[src/rtl/audio_rom_write.sv]
// audio_rom_write
//   Streams 16-bit audio samples into a SPI NOR flash, one 256-byte page
//   at a time, over an inclusive page range.
//   Flow: every page whose low 4 bits are zero is sector-erased first
//   (WREN, ERASE 0x20, RDSR poll); then every page is programmed
//   (WREN, PP 0x02 + address, 128 words as 256 bytes, RDSR poll).
//
// Ports
//   iSCLK / iSRST        system clock, asynchronous active-high reset
//   oSfmSck/oSfmMosi     SPI mode-0 clock and data out (MSB first)
//   iSfmMiso             SPI data in
//   oSfmCs               flash chip select, active low
//   iWd/iWvd/oWrdy       sample stream; a word moves when iWvd & oWrdy
//   iSfmEn               rising edge starts a job
//   iSfmDiv              SCK half-period is iSfmDiv+1 clocks
//   iSfmCsHoldTime       minimum CS-high gap in clocks (0 behaves as 1)
//   iSfmStartAdrs/EndAdrs first/last page, inclusive
//   oSfmBusy / oSfmDone  job active level / one-cycle end-of-job pulse
module audio_rom_write #(
  parameter int pSfmPageWidth = 16
) (
  input  logic                     iSCLK,
  input  logic                     iSRST,
  output logic                     oSfmSck,
  output logic                     oSfmMosi,
  input  logic                     iSfmMiso,
  output logic                     oSfmCs,
  input  logic [15:0]              iWd,
  input  logic                     iWvd,
  output logic                     oWrdy,
  input  logic                     iSfmEn,
  input  logic [7:0]               iSfmDiv,
  input  logic [7:0]               iSfmCsHoldTime,
  input  logic [pSfmPageWidth-1:0] iSfmStartAdrs,
  input  logic [pSfmPageWidth-1:0] iSfmEndAdrs,
  output logic                     oSfmBusy,
  output logic                     oSfmDone
);

  typedef enum logic [3:0] {
    IDLE, WREN, GAP, ERASE, POLL, PROG_HDR, PROG_DATA, NEXT, DONE
  } state_t;

  state_t                   state_q, ret_q;
  logic [pSfmPageWidth-1:0] page_q, end_q;
  logic [7:0]               div_q, hold_q, gap_q, step_q;
  logic [7:0]               tx_q, hi_q, cnt_q;
  logic [2:0]               bit_q;
  logic                     empty_q, prog_phase_q, en_q, xfer_q, miso_q;
  logic                     sck_q, mosi_q, cs_q, wrdy_q, busy_q, done_q;

  logic [pSfmPageWidth+7:0] adr_full;
  logic [23:0]              adr;
  logic [pSfmPageWidth-1:0] page_inc;
  logic [7:0]               gap_init, hdr_byte, load_val_d;
  logic                     byte_end, load_d;

  assign adr_full = {page_q, 8'h00};
  assign adr      = 24'(adr_full);
  assign page_inc = page_q + pSfmPageWidth'(1);
  assign gap_init = (hold_q == 8'd0) ? 8'd1 : hold_q;
  // Last falling SCK edge of a byte: SCK returns low here, so this is the
  // only point where CS may be released.
  assign byte_end = xfer_q && (cnt_q == 8'd0) && sck_q && (bit_q == 3'd7);

  // Command / address byte for the current state and byte index.
  always_comb begin
    hdr_byte = 8'h00;
    if (step_q == 8'd0) begin
      case (state_q)
        ERASE:    hdr_byte = 8'h20;
        PROG_HDR: hdr_byte = 8'h02;
        POLL:     hdr_byte = 8'h05;
        default:  hdr_byte = 8'h06;
      endcase
    end else if (state_q != POLL) begin
      case (step_q[1:0])
        2'd1:    hdr_byte = adr[23:16];
        2'd2:    hdr_byte = adr[15:8];
        2'd3:    hdr_byte = adr[7:0];
        default: hdr_byte = 8'h00;
      endcase
    end
  end

  // Decide whether a new byte starts this cycle (only when the shifter is idle).
  always_comb begin
    load_d     = 1'b0;
    load_val_d = hdr_byte;
    if (!xfer_q) begin
      case (state_q)
        WREN:                  load_d = !empty_q;
        ERASE, PROG_HDR, POLL: load_d = 1'b1;
        PROG_DATA: begin
          if (step_q[0]) begin
            load_d     = 1'b1;
            load_val_d = hi_q;
          end else if (wrdy_q && iWvd) begin
            load_d     = 1'b1;
            load_val_d = iWd[7:0];
          end
        end
        default: load_d = 1'b0;
      endcase
    end
  end

  always_ff @(posedge iSCLK or posedge iSRST) begin
    if (iSRST) begin
      state_q <= IDLE;  ret_q <= IDLE;
      page_q <= '0;     end_q <= '0;
      div_q <= '0;      hold_q <= '0;  gap_q <= '0;  step_q <= '0;
      tx_q <= '0;       hi_q <= '0;    cnt_q <= '0;  bit_q <= '0;
      empty_q <= 1'b0;  prog_phase_q <= 1'b0; en_q <= 1'b0;
      xfer_q <= 1'b0;   miso_q <= 1'b0;
      sck_q <= 1'b0;    mosi_q <= 1'b0; cs_q <= 1'b1;
      wrdy_q <= 1'b0;   busy_q <= 1'b0; done_q <= 1'b0;
    end else begin
      en_q   <= iSfmEn;
      done_q <= 1'b0;

      // Byte shifter: SCK toggles every div+1 clocks; MOSI changes after
      // each falling edge, MISO is captured with each rising edge.
      if (xfer_q) begin
        if (cnt_q != 8'd0) begin
          cnt_q <= cnt_q - 8'd1;
        end else begin
          cnt_q <= div_q;
          if (!sck_q) begin
            sck_q  <= 1'b1;
            miso_q <= iSfmMiso;
          end else begin
            sck_q <= 1'b0;
            if (bit_q == 3'd7) begin
              xfer_q <= 1'b0;
            end else begin
              bit_q  <= bit_q + 3'd1;
              tx_q   <= {tx_q[6:0], 1'b0};
              mosi_q <= tx_q[6];
            end
          end
        end
      end
      if (load_d) begin
        xfer_q <= 1'b1;
        tx_q   <= load_val_d;
        mosi_q <= load_val_d[7];
        bit_q  <= 3'd0;
        cnt_q  <= div_q;
        cs_q   <= 1'b0;
      end

      case (state_q)
        IDLE: begin
          // done_q high means the done pulse is on the pins this cycle.
          if (iSfmEn && !en_q && !done_q) begin
            page_q       <= iSfmStartAdrs;
            end_q        <= iSfmEndAdrs;
            empty_q      <= iSfmStartAdrs > iSfmEndAdrs;
            div_q        <= iSfmDiv;
            hold_q       <= iSfmCsHoldTime;
            prog_phase_q <= iSfmStartAdrs[3:0] != 4'd0;
            step_q       <= 8'd0;
            busy_q       <= 1'b1;
            state_q      <= WREN;
          end
        end
        WREN: begin
          if (empty_q) begin
            state_q <= DONE;
          end else if (byte_end) begin
            cs_q    <= 1'b1;
            gap_q   <= gap_init;
            ret_q   <= prog_phase_q ? PROG_HDR : ERASE;
            state_q <= GAP;
          end
        end
        GAP: begin
          if (gap_q <= 8'd1) begin
            step_q  <= 8'd0;
            state_q <= ret_q;
          end else begin
            gap_q <= gap_q - 8'd1;
          end
        end
        ERASE: begin
          if (byte_end) begin
            if (step_q == 8'd3) begin
              cs_q    <= 1'b1;
              gap_q   <= gap_init;
              ret_q   <= POLL;
              state_q <= GAP;
            end else begin
              step_q <= step_q + 8'd1;
            end
          end
        end
        PROG_HDR: begin
          if (byte_end) begin
            if (step_q == 8'd3) begin
              step_q  <= 8'd0;
              state_q <= PROG_DATA;
            end else begin
              step_q <= step_q + 8'd1;
            end
          end
        end
        PROG_DATA: begin
          // Even byte index needs a fresh word; its high byte is parked in hi_q.
          if (load_d && !step_q[0]) begin
            hi_q   <= iWd[15:8];
            wrdy_q <= 1'b0;
          end else if (!xfer_q && !step_q[0]) begin
            wrdy_q <= 1'b1;
          end
          if (byte_end) begin
            if (step_q == 8'd255) begin
              cs_q    <= 1'b1;
              gap_q   <= gap_init;
              ret_q   <= POLL;
              state_q <= GAP;
            end else begin
              step_q <= step_q + 8'd1;
            end
          end
        end
        POLL: begin
          // miso_q holds the last bit shifted in, i.e. status bit0 (WIP).
          if (byte_end) begin
            if (step_q != 8'd0 && !miso_q) begin
              cs_q         <= 1'b1;
              gap_q        <= gap_init;
              ret_q        <= prog_phase_q ? NEXT : WREN;
              prog_phase_q <= 1'b1;
              state_q      <= GAP;
            end else begin
              step_q <= 8'd1;
            end
          end
        end
        NEXT: begin
          if (page_q == end_q) begin
            state_q <= DONE;
          end else begin
            page_q       <= page_inc;
            prog_phase_q <= page_inc[3:0] != 4'd0;
            step_q       <= 8'd0;
            state_q      <= WREN;
          end
        end
        DONE: begin
          done_q  <= 1'b1;
          busy_q  <= 1'b0;
          state_q <= IDLE;
        end
        default: state_q <= IDLE;
      endcase
    end
  end

  assign oSfmSck  = sck_q;
  assign oSfmMosi = mosi_q;
  assign oSfmCs   = cs_q;
  assign oWrdy    = wrdy_q;
  assign oSfmBusy = busy_q;
  assign oSfmDone = done_q;

endmodule

[config.mk]
export PLATFORM = sky130hd
export DESIGN_NAME = audio_rom_write
export DESIGN_NICKNAME = d
export VERILOG_FILES = /design/src/rtl/audio_rom_write.sv
export SDC_FILE = /design/constraint.sdc
export NUM_CORES = 1
export LEC_CHECK = 0
export BUFFER_PORTS_ARGS = -buffer_cell sky130_fd_sc_hd__buf_2
export CAP_MARGIN = 20
export CORE_MARGIN = 2
export CORE_UTILIZATION = 25
export DETAILED_ROUTE_END_ITERATION = 8
export REMOVE_ABC_BUFFERS = 1
export SLEW_MARGIN = 25
export SYNTH_ARGS = -nofsm -noshare
export SYNTH_HDL_FRONTEND = slang
export SYNTH_SLANG_ARGS = --single-unit
[constraint.sdc]
create_clock -name iSCLK -period 6.15 [get_ports iSCLK]
set_clock_uncertainty 0.2 [all_clocks]
set_input_delay 1.845 -clock iSCLK [delete_from_list [all_inputs] [get_ports iSCLK]]
set_output_delay 1.845 -clock iSCLK [all_outputs]
set_load 0.1 [all_outputs]
After elaboration in Yosys (flattened, before gate mapping)

Index checks and enable logic that the tools add are counted.

Bits in registers: 109
Input port bits: 69
Output and inout bits: 6
Logic and storage cells: 220

Add/subtract/negate cells: 5
Magnitude comparators: 2
Eq/ne operators: 35
Multiplexer cells: 107
Bitwise operators: 2
Reduce and logical (&&, ||, !) cells: 46

Operators by type and width:

| cell                                                 | count |
|---|---|
| two-way mux 8 bit                                    | 30 |
| two-way mux 4 bit                                    | 21 |
| case mux 8 bit (7 select lines)                      | 1 |
| case mux 8 bit (5 select lines)                      | 1 |
| != test 2 bit (second input constant)                | 19 |
| two-way mux 7 bit                                    | 5 |
| two-way mux 16 bit                                   | 2 |
| case mux 16 bit (2 select lines)                     | 1 |
| case mux 4 bit (8 select lines)                      | 1 |
| two-way mux 1 bit                                    | 31 |
| logical NOT 8 bit                                    | 3 |
| AND reduction 11 bit                                 | 2 |
| two-way mux 3 bit                                    | 7 |
| case mux 6 bit (3 select lines)                      | 1 |
| adder 16 x 1 -> 16 bit (second input constant)       | 1 |
| equality test 16 bit                                 | 1 |
| equality test 4 x 3 -> 1 bit (second input constant) | 4 |
| greater-than comparator 16 bit                       | 1 |
| case mux 4 bit (4 select lines)                      | 1 |
| case mux 8 bit (2 select lines)                      | 1 |
| nonzero test 8 bit                                   | 2 |
| subtractor 8 x 1 -> 8 bit (second input constant)    | 2 |
| nonzero test 4 bit                                   | 3 |
| AND reduction 10 bit                                 | 1 |
| 30 further kinds                                     | 55 |

Depth between registers and ports, before layout

Depth in word-level cells: 9
Mapped depth: 11
Depth with buffers taken out: 8

Worst setup path before layout

No wires, ideal clock.

Path type: input-to-reg
From: input port iWvd
To: register cnt_q[2]
Library setup time: 127 ps
Arrival time: 3319 ps
Data required time: 5823 ps
Slack: 2504 ps
Cell stages on the path: 7
Path buffers: 1
Cell sequence: a21oi_1 > o21ai_0 > a31oi_1 > o21bai_1 > clkbuf_1 > mux2i_1 > o2bb2ai_1

Cells in the longest elaborated chain, start to end: 6
Elaborated cells between the ends (all ways): 7
Those cells by class: 5 x mux; 2 x reduce/logical

Ends and longest elaborated chain:

| item                                                           | line | text |
|---|---|---|
| start: declaration                                             | 29   | `input logic iWvd,` |
| logical AND 1 bit (*)                                          | 98   | `end else if (wrdy_q && iWvd) begin` |
| two-way mux 1 bit (*)                                          | 98   |  |
| two-way mux 1 bit (*)                                          | 95   | `if (step_q[0]) begin` |
| case mux 1 bit (3 select lines) (*)                            | 91   | `case (state_q)` |
| two-way mux 1 bit (*)                                          | 90   | `if (!xfer_q) begin` |
| two-way mux 8 bit / nonzero test 2 bit (equally long branches) | n/a  |  |
| end signal: assignment                                         | 126  | `cnt_q <= cnt_q - 8'd1;` |
| end signal: assignment                                         | 128  | `cnt_q <= div_q;` |
| end signal: assignment                                         | 149  | `cnt_q <= div_q;` |
| end: declaration                                               | 47   | `logic [7:0] tx_q, hi_q, cnt_q;` |

Every way passes the cells marked *; elsewhere a longest branch is shown, timed or not.
A chain may end at the register's enable or synchronous reset.

Worst setup path in the final report

From: input port iWvd
To: register tx_q[5]

Cells in the longest elaborated chain, start to end: 7
Elaborated cells between the ends (all ways): 15
Those cells by class: 2 x eq/ne; 9 x mux; 4 x reduce/logical

Ends and longest elaborated chain:

| item                                                                 | line | text |
|---|---|---|
| logical AND 1 bit (*)                                                | 98   |  |
| two-way mux 1 bit                                                    | 98   |  |
| two-way mux 1 bit                                                    | 95   |  |
| case mux 1 bit (3 select lines)                                      | 91   |  |
| two-way mux 1 bit                                                    | 90   |  |
| != test 2 bit (no line) / nonzero test 2 bit (equally long branches) | n/a  |  |
| AND reduction 4 bit (no line)                                        | n/a  |  |
| end signal: assignment                                               | 138  | `tx_q <= {tx_q[6:0], 1'b0};` |
| end signal: assignment                                               | 146  | `tx_q <= load_val_d;` |
| end: declaration                                                     | 47   |  |

Marked as above.

==> metrics.csv <==
stage,metric,value,unit
status,run_status,"complete, no violations",
global_routing,gr-total-overflow,0,
yosys,synth_edf_count,0,
cts,clkSinkCount,108,
worst_setup_path,regToRegStartpoint,state_q[0],
cts,postCtsResizedCells,0,
cts,clockBufferDepth,2,
detailed_routing,route.antenna.remaining_nets,0,
finish,nNetsFinal,894,
yosys,synthesis.yosys.warnings,0,
cts,tritoncts,built,
yosys,avgSynthCellArea,8.61,um2
job,cap_violations,0,
floorplanning,die-area,0.0272,mm2
global_routing,grt_util_overall,13.2,%
detailed_routing,num_vias,5600,
worst_setup_path,setup.worst_path.start_class,input port,
yosys,synth_commonest_cells,"sky130_fd_sc_hd__nand2_1 (112), sky130_fd_sc_hd__dfrtp_1 (107), sky130_fd_sc_hd__o21ai_0 (65)",
timing,timing.max_slew.rel_slack,38.0,%
worst_hold_path,holdCritPathClass,reg -> reg,
floorplanning,ios,75,
finish,post-route-cell-area,0.00748,mm2
yosys,post_synth_instance_area,0.00648,mm2
cts,cts_hold_buf,0,
place,hpwl,12700,um
finish,finish.utilization,29.6,%
power,seq_power_share,41.4,%
detailed_routing,drtPass1Iterations,5,
timing,layout_worst_path_cycle_share,62.0,%
finish,layout-drive-gt1-share,15.6,%
cts,tritoncts.num_buffers,9,
cts,post-cts-setup-buffers,0,
power,pwr-share-clk,20.4,%
worst_setup_path,critical_path.reg2reg.endpoint,step_q[4],
timing,timing.final.setup_violations,0,
worst_setup_path,crit_end,tx_q[5],
detailed_routing,routed_wire_length_per_instance,15.1,um
timing,max_freq,262,MHz
finish,antenna-diode-count,0,
cts,clk_latency,0.36,ns
worst_setup_path,worstRegToRegCells,6,
power,power_switching_share,42.2,%
floorplanning,num_rows,58,
yosys,synth.distinct_cells,70,
yosys,synthDominantAreaCellType,sky130_fd_sc_hd__dfrtp_1,
worst_setup_path,critical_path_arrival,3.85,ns
place,dpl_worst_slack,1.97,ns
floorplanning,die_width,165,um
timing,timing.setup.tns,0,ns
timing,finalHoldViolCount,0,
place,place_congestion,0.807,
detailed_routing,drt_wl_total,17200,um
place,number_of_input_and_output_port_buffers_inserted,74,
timing,period_needed,3.81,ns
yosys,synth-async-reset-ratio,100,%
timing,setup_ws,2.34,ns
worst_setup_path,r2r_setup_slack,2.81,ns
floorplanning,dieHeight,165,um
cts,ctsRootBufferMaster,sky130_fd_sc_hd__clkbuf_16,
global_routing,antenna_found_initial,0,
worst_setup_path,worst-endpoint-required,6.19,ns
place,post_dp_cell_area,0.00715,mm2
finish,flow.area_growth_from_synthesis,15.5,%
power,power_leakage,3.40,nW
yosys,most_frequently_used_cell_type_in_the_post_synthesis_netlist,sky130_fd_sc_hd__nand2_1,
yosys,synth_sequential_area_ratio,41.7,%
yosys,post-synth-top-area-fraction,41.3,%
power,combinational_power_share,38.2,%
global_routing,grt_first_pass_wirelength,28500,um
yosys,ys_ff_latch,108,
timing,unrepaired_setup_endpoints_after_global_routing,no,
floorplanning,initial_utilization,25.6,%
worst_setup_path,crit_path_start,iWvd,
worst_setup_path,worst-path-max-fanout,17,
global_routing,grt_pass1_vias,5465,
global_routing,grt_start_max_net_pins,80,
floorplanning,core_area,0.0253,mm2
worst_setup_path,criticalPathCategory,in -> reg,
worst_setup_path,end_kind,flop,
power,peakVddDrop,0.000162,V
yosys,synthCells,752,
power,internal_power,0.00182,W
detailed_routing,drt_drc_violations_left,0,
detailed_routing,avgViaCountPerCell,4.94,
cts,clk_pin_slew,0.07,ns
cts,htreeDepth,3,
timing,worstMarginPinSlew,0.927,ns
detailed_routing,detail_route.iter0.violations,362,
timing,finalMaxSlewViolations,0,
power,p_per_area,421,mW/mm2
yosys,yosys_most_used_dff,sky130_fd_sc_hd__dfrtp_1,
power,p_switching,0.00133,W
yosys,ys_top_cells_by_area,"sky130_fd_sc_hd__dfrtp_1 (41%), sky130_fd_sc_hd__nand2_1 (6.5%), sky130_fd_sc_hd__ha_1 (5.2%)",
flip-flops by register name, indices dropped and copies added (netlist names), 3 cells and up:
name and cells:
bit_q 3, cnt_q 8, div_q 8, end_q 16, gap_q 8, hi_q 8
hold_q 8, page_q 16, ret_q 3, state_q 4, step_q 8, tx_q 7
area by class of cell:
cell class	instances	area [um2]
clock buffers	11	243
fillers	2644	17800
well taps	330	413
flip-flops and latches	108	2700
repair buffers	81	423
clock inverters	5	85.1
multi-input cells	563	3480
inverters	35	136
critical path, stage by stage:
cell and delay (ns):
sky130_fd_sc_hd__buf_2 0.12, sky130_fd_sc_hd__a21oi_1 0.13, sky130_fd_sc_hd__o21ai_0 0.23, sky130_fd_sc_hd__a31oi_1 0.22, sky130_fd_sc_hd__nor2_1 0.78, sky130_fd_sc_hd__nor2_1 0.19
sky130_fd_sc_hd__a221o_1 0.34
logic make-up after synthesis:
family	count (synthesis)	share of synthesized area (%)
and+or+nand+nor	283	21.2
AOI/OAI and AO/OA	205	19.8
DFF	108	41.7
buffers and inverters	81	4.79
muxes	28	4.54
adders and majority gates	27	5.22
xor gates and xnor gates	20	2.70
cells in the final DEF (no fill, tap or decap), types with 4 or more instances in the layout:
cell	count
sky130_fd_sc_hd__a21oi_1	50
sky130_fd_sc_hd__a22oi_1	15
sky130_fd_sc_hd__a31oi_1	5
sky130_fd_sc_hd__and3_1	7
sky130_fd_sc_hd__buf_2	74
sky130_fd_sc_hd__buf_4	7
sky130_fd_sc_hd__clkbuf_16	9
sky130_fd_sc_hd__dfrtp_1	107
sky130_fd_sc_hd__ha_1	27
sky130_fd_sc_hd__inv_1	33
sky130_fd_sc_hd__mux2_2	11
sky130_fd_sc_hd__mux2i_1	17
sky130_fd_sc_hd__nand2_1	112
sky130_fd_sc_hd__nand2b_1	10
sky130_fd_sc_hd__nand3_1	29
sky130_fd_sc_hd__nand4_1	9
sky130_fd_sc_hd__nor2_1	51
sky130_fd_sc_hd__nor2b_1	5
sky130_fd_sc_hd__nor3_1	14
sky130_fd_sc_hd__nor4_1	10
sky130_fd_sc_hd__o211ai_1	4
sky130_fd_sc_hd__o21ai_0	65
sky130_fd_sc_hd__o22ai_1	12
sky130_fd_sc_hd__o2bb2ai_1	5
sky130_fd_sc_hd__o31ai_1	9
sky130_fd_sc_hd__or2_2	5
sky130_fd_sc_hd__or3_1	5
sky130_fd_sc_hd__or4_1	8
sky130_fd_sc_hd__xor2_1	18
metal layers:
metal	vias up	GRT usage, %	part of all wire [%]
met4	0	3.87	1.4
li1	2783	-	-
met1	2672	18.2	48
met5	-	0	0
met2	129	21.4	47
met3	16	2.18	4.0
power by group through the flow:
stage / logic (W) / registers [W] / clock network, W
after global placement: 0.00117 / 0.00131 / 0
after CTS: 0.00120 / 0.00130 / 0.000660
after floorplan: 0.000848 / 0.00127 / 0
final: 0.00120 / 0.00130 / 0.000642
after global routing: 0.00137 / 0.00135 / 0.000689
after detailed placement: 0.00120 / 0.00131 / 0
stage by stage:
stage / total power [W] / hold WS [ns] / cells
floorplan: 0.00212 / 0.245 / 706
global placement: 0.00248 / 0.269 / 1117
detailed placement: 0.00251 / 0.273 / 1117
CTS: 0.00316 / 0.289 / 1133
global route: 0.00341 / 0.323 / 1133
finish: 0.00315 / 0.284 / 1133
worst min-delay path by stage:
stage               slack (ns)        to     start  cells after the start
floorplan                 0.25  div_q[0]  div_q[0]                      2
global placement          0.27    oSfmCs    oSfmCs                      2
detailed placement        0.27  div_q[7]  div_q[7]                      2
CTS                       0.29    oSfmCs    oSfmCs                      2
global route              0.32  end_q[6]  end_q[6]                      2
finish                    0.28  div_q[7]  div_q[7]                      2
Note: power is estimated with default switching activity, not from simulation.
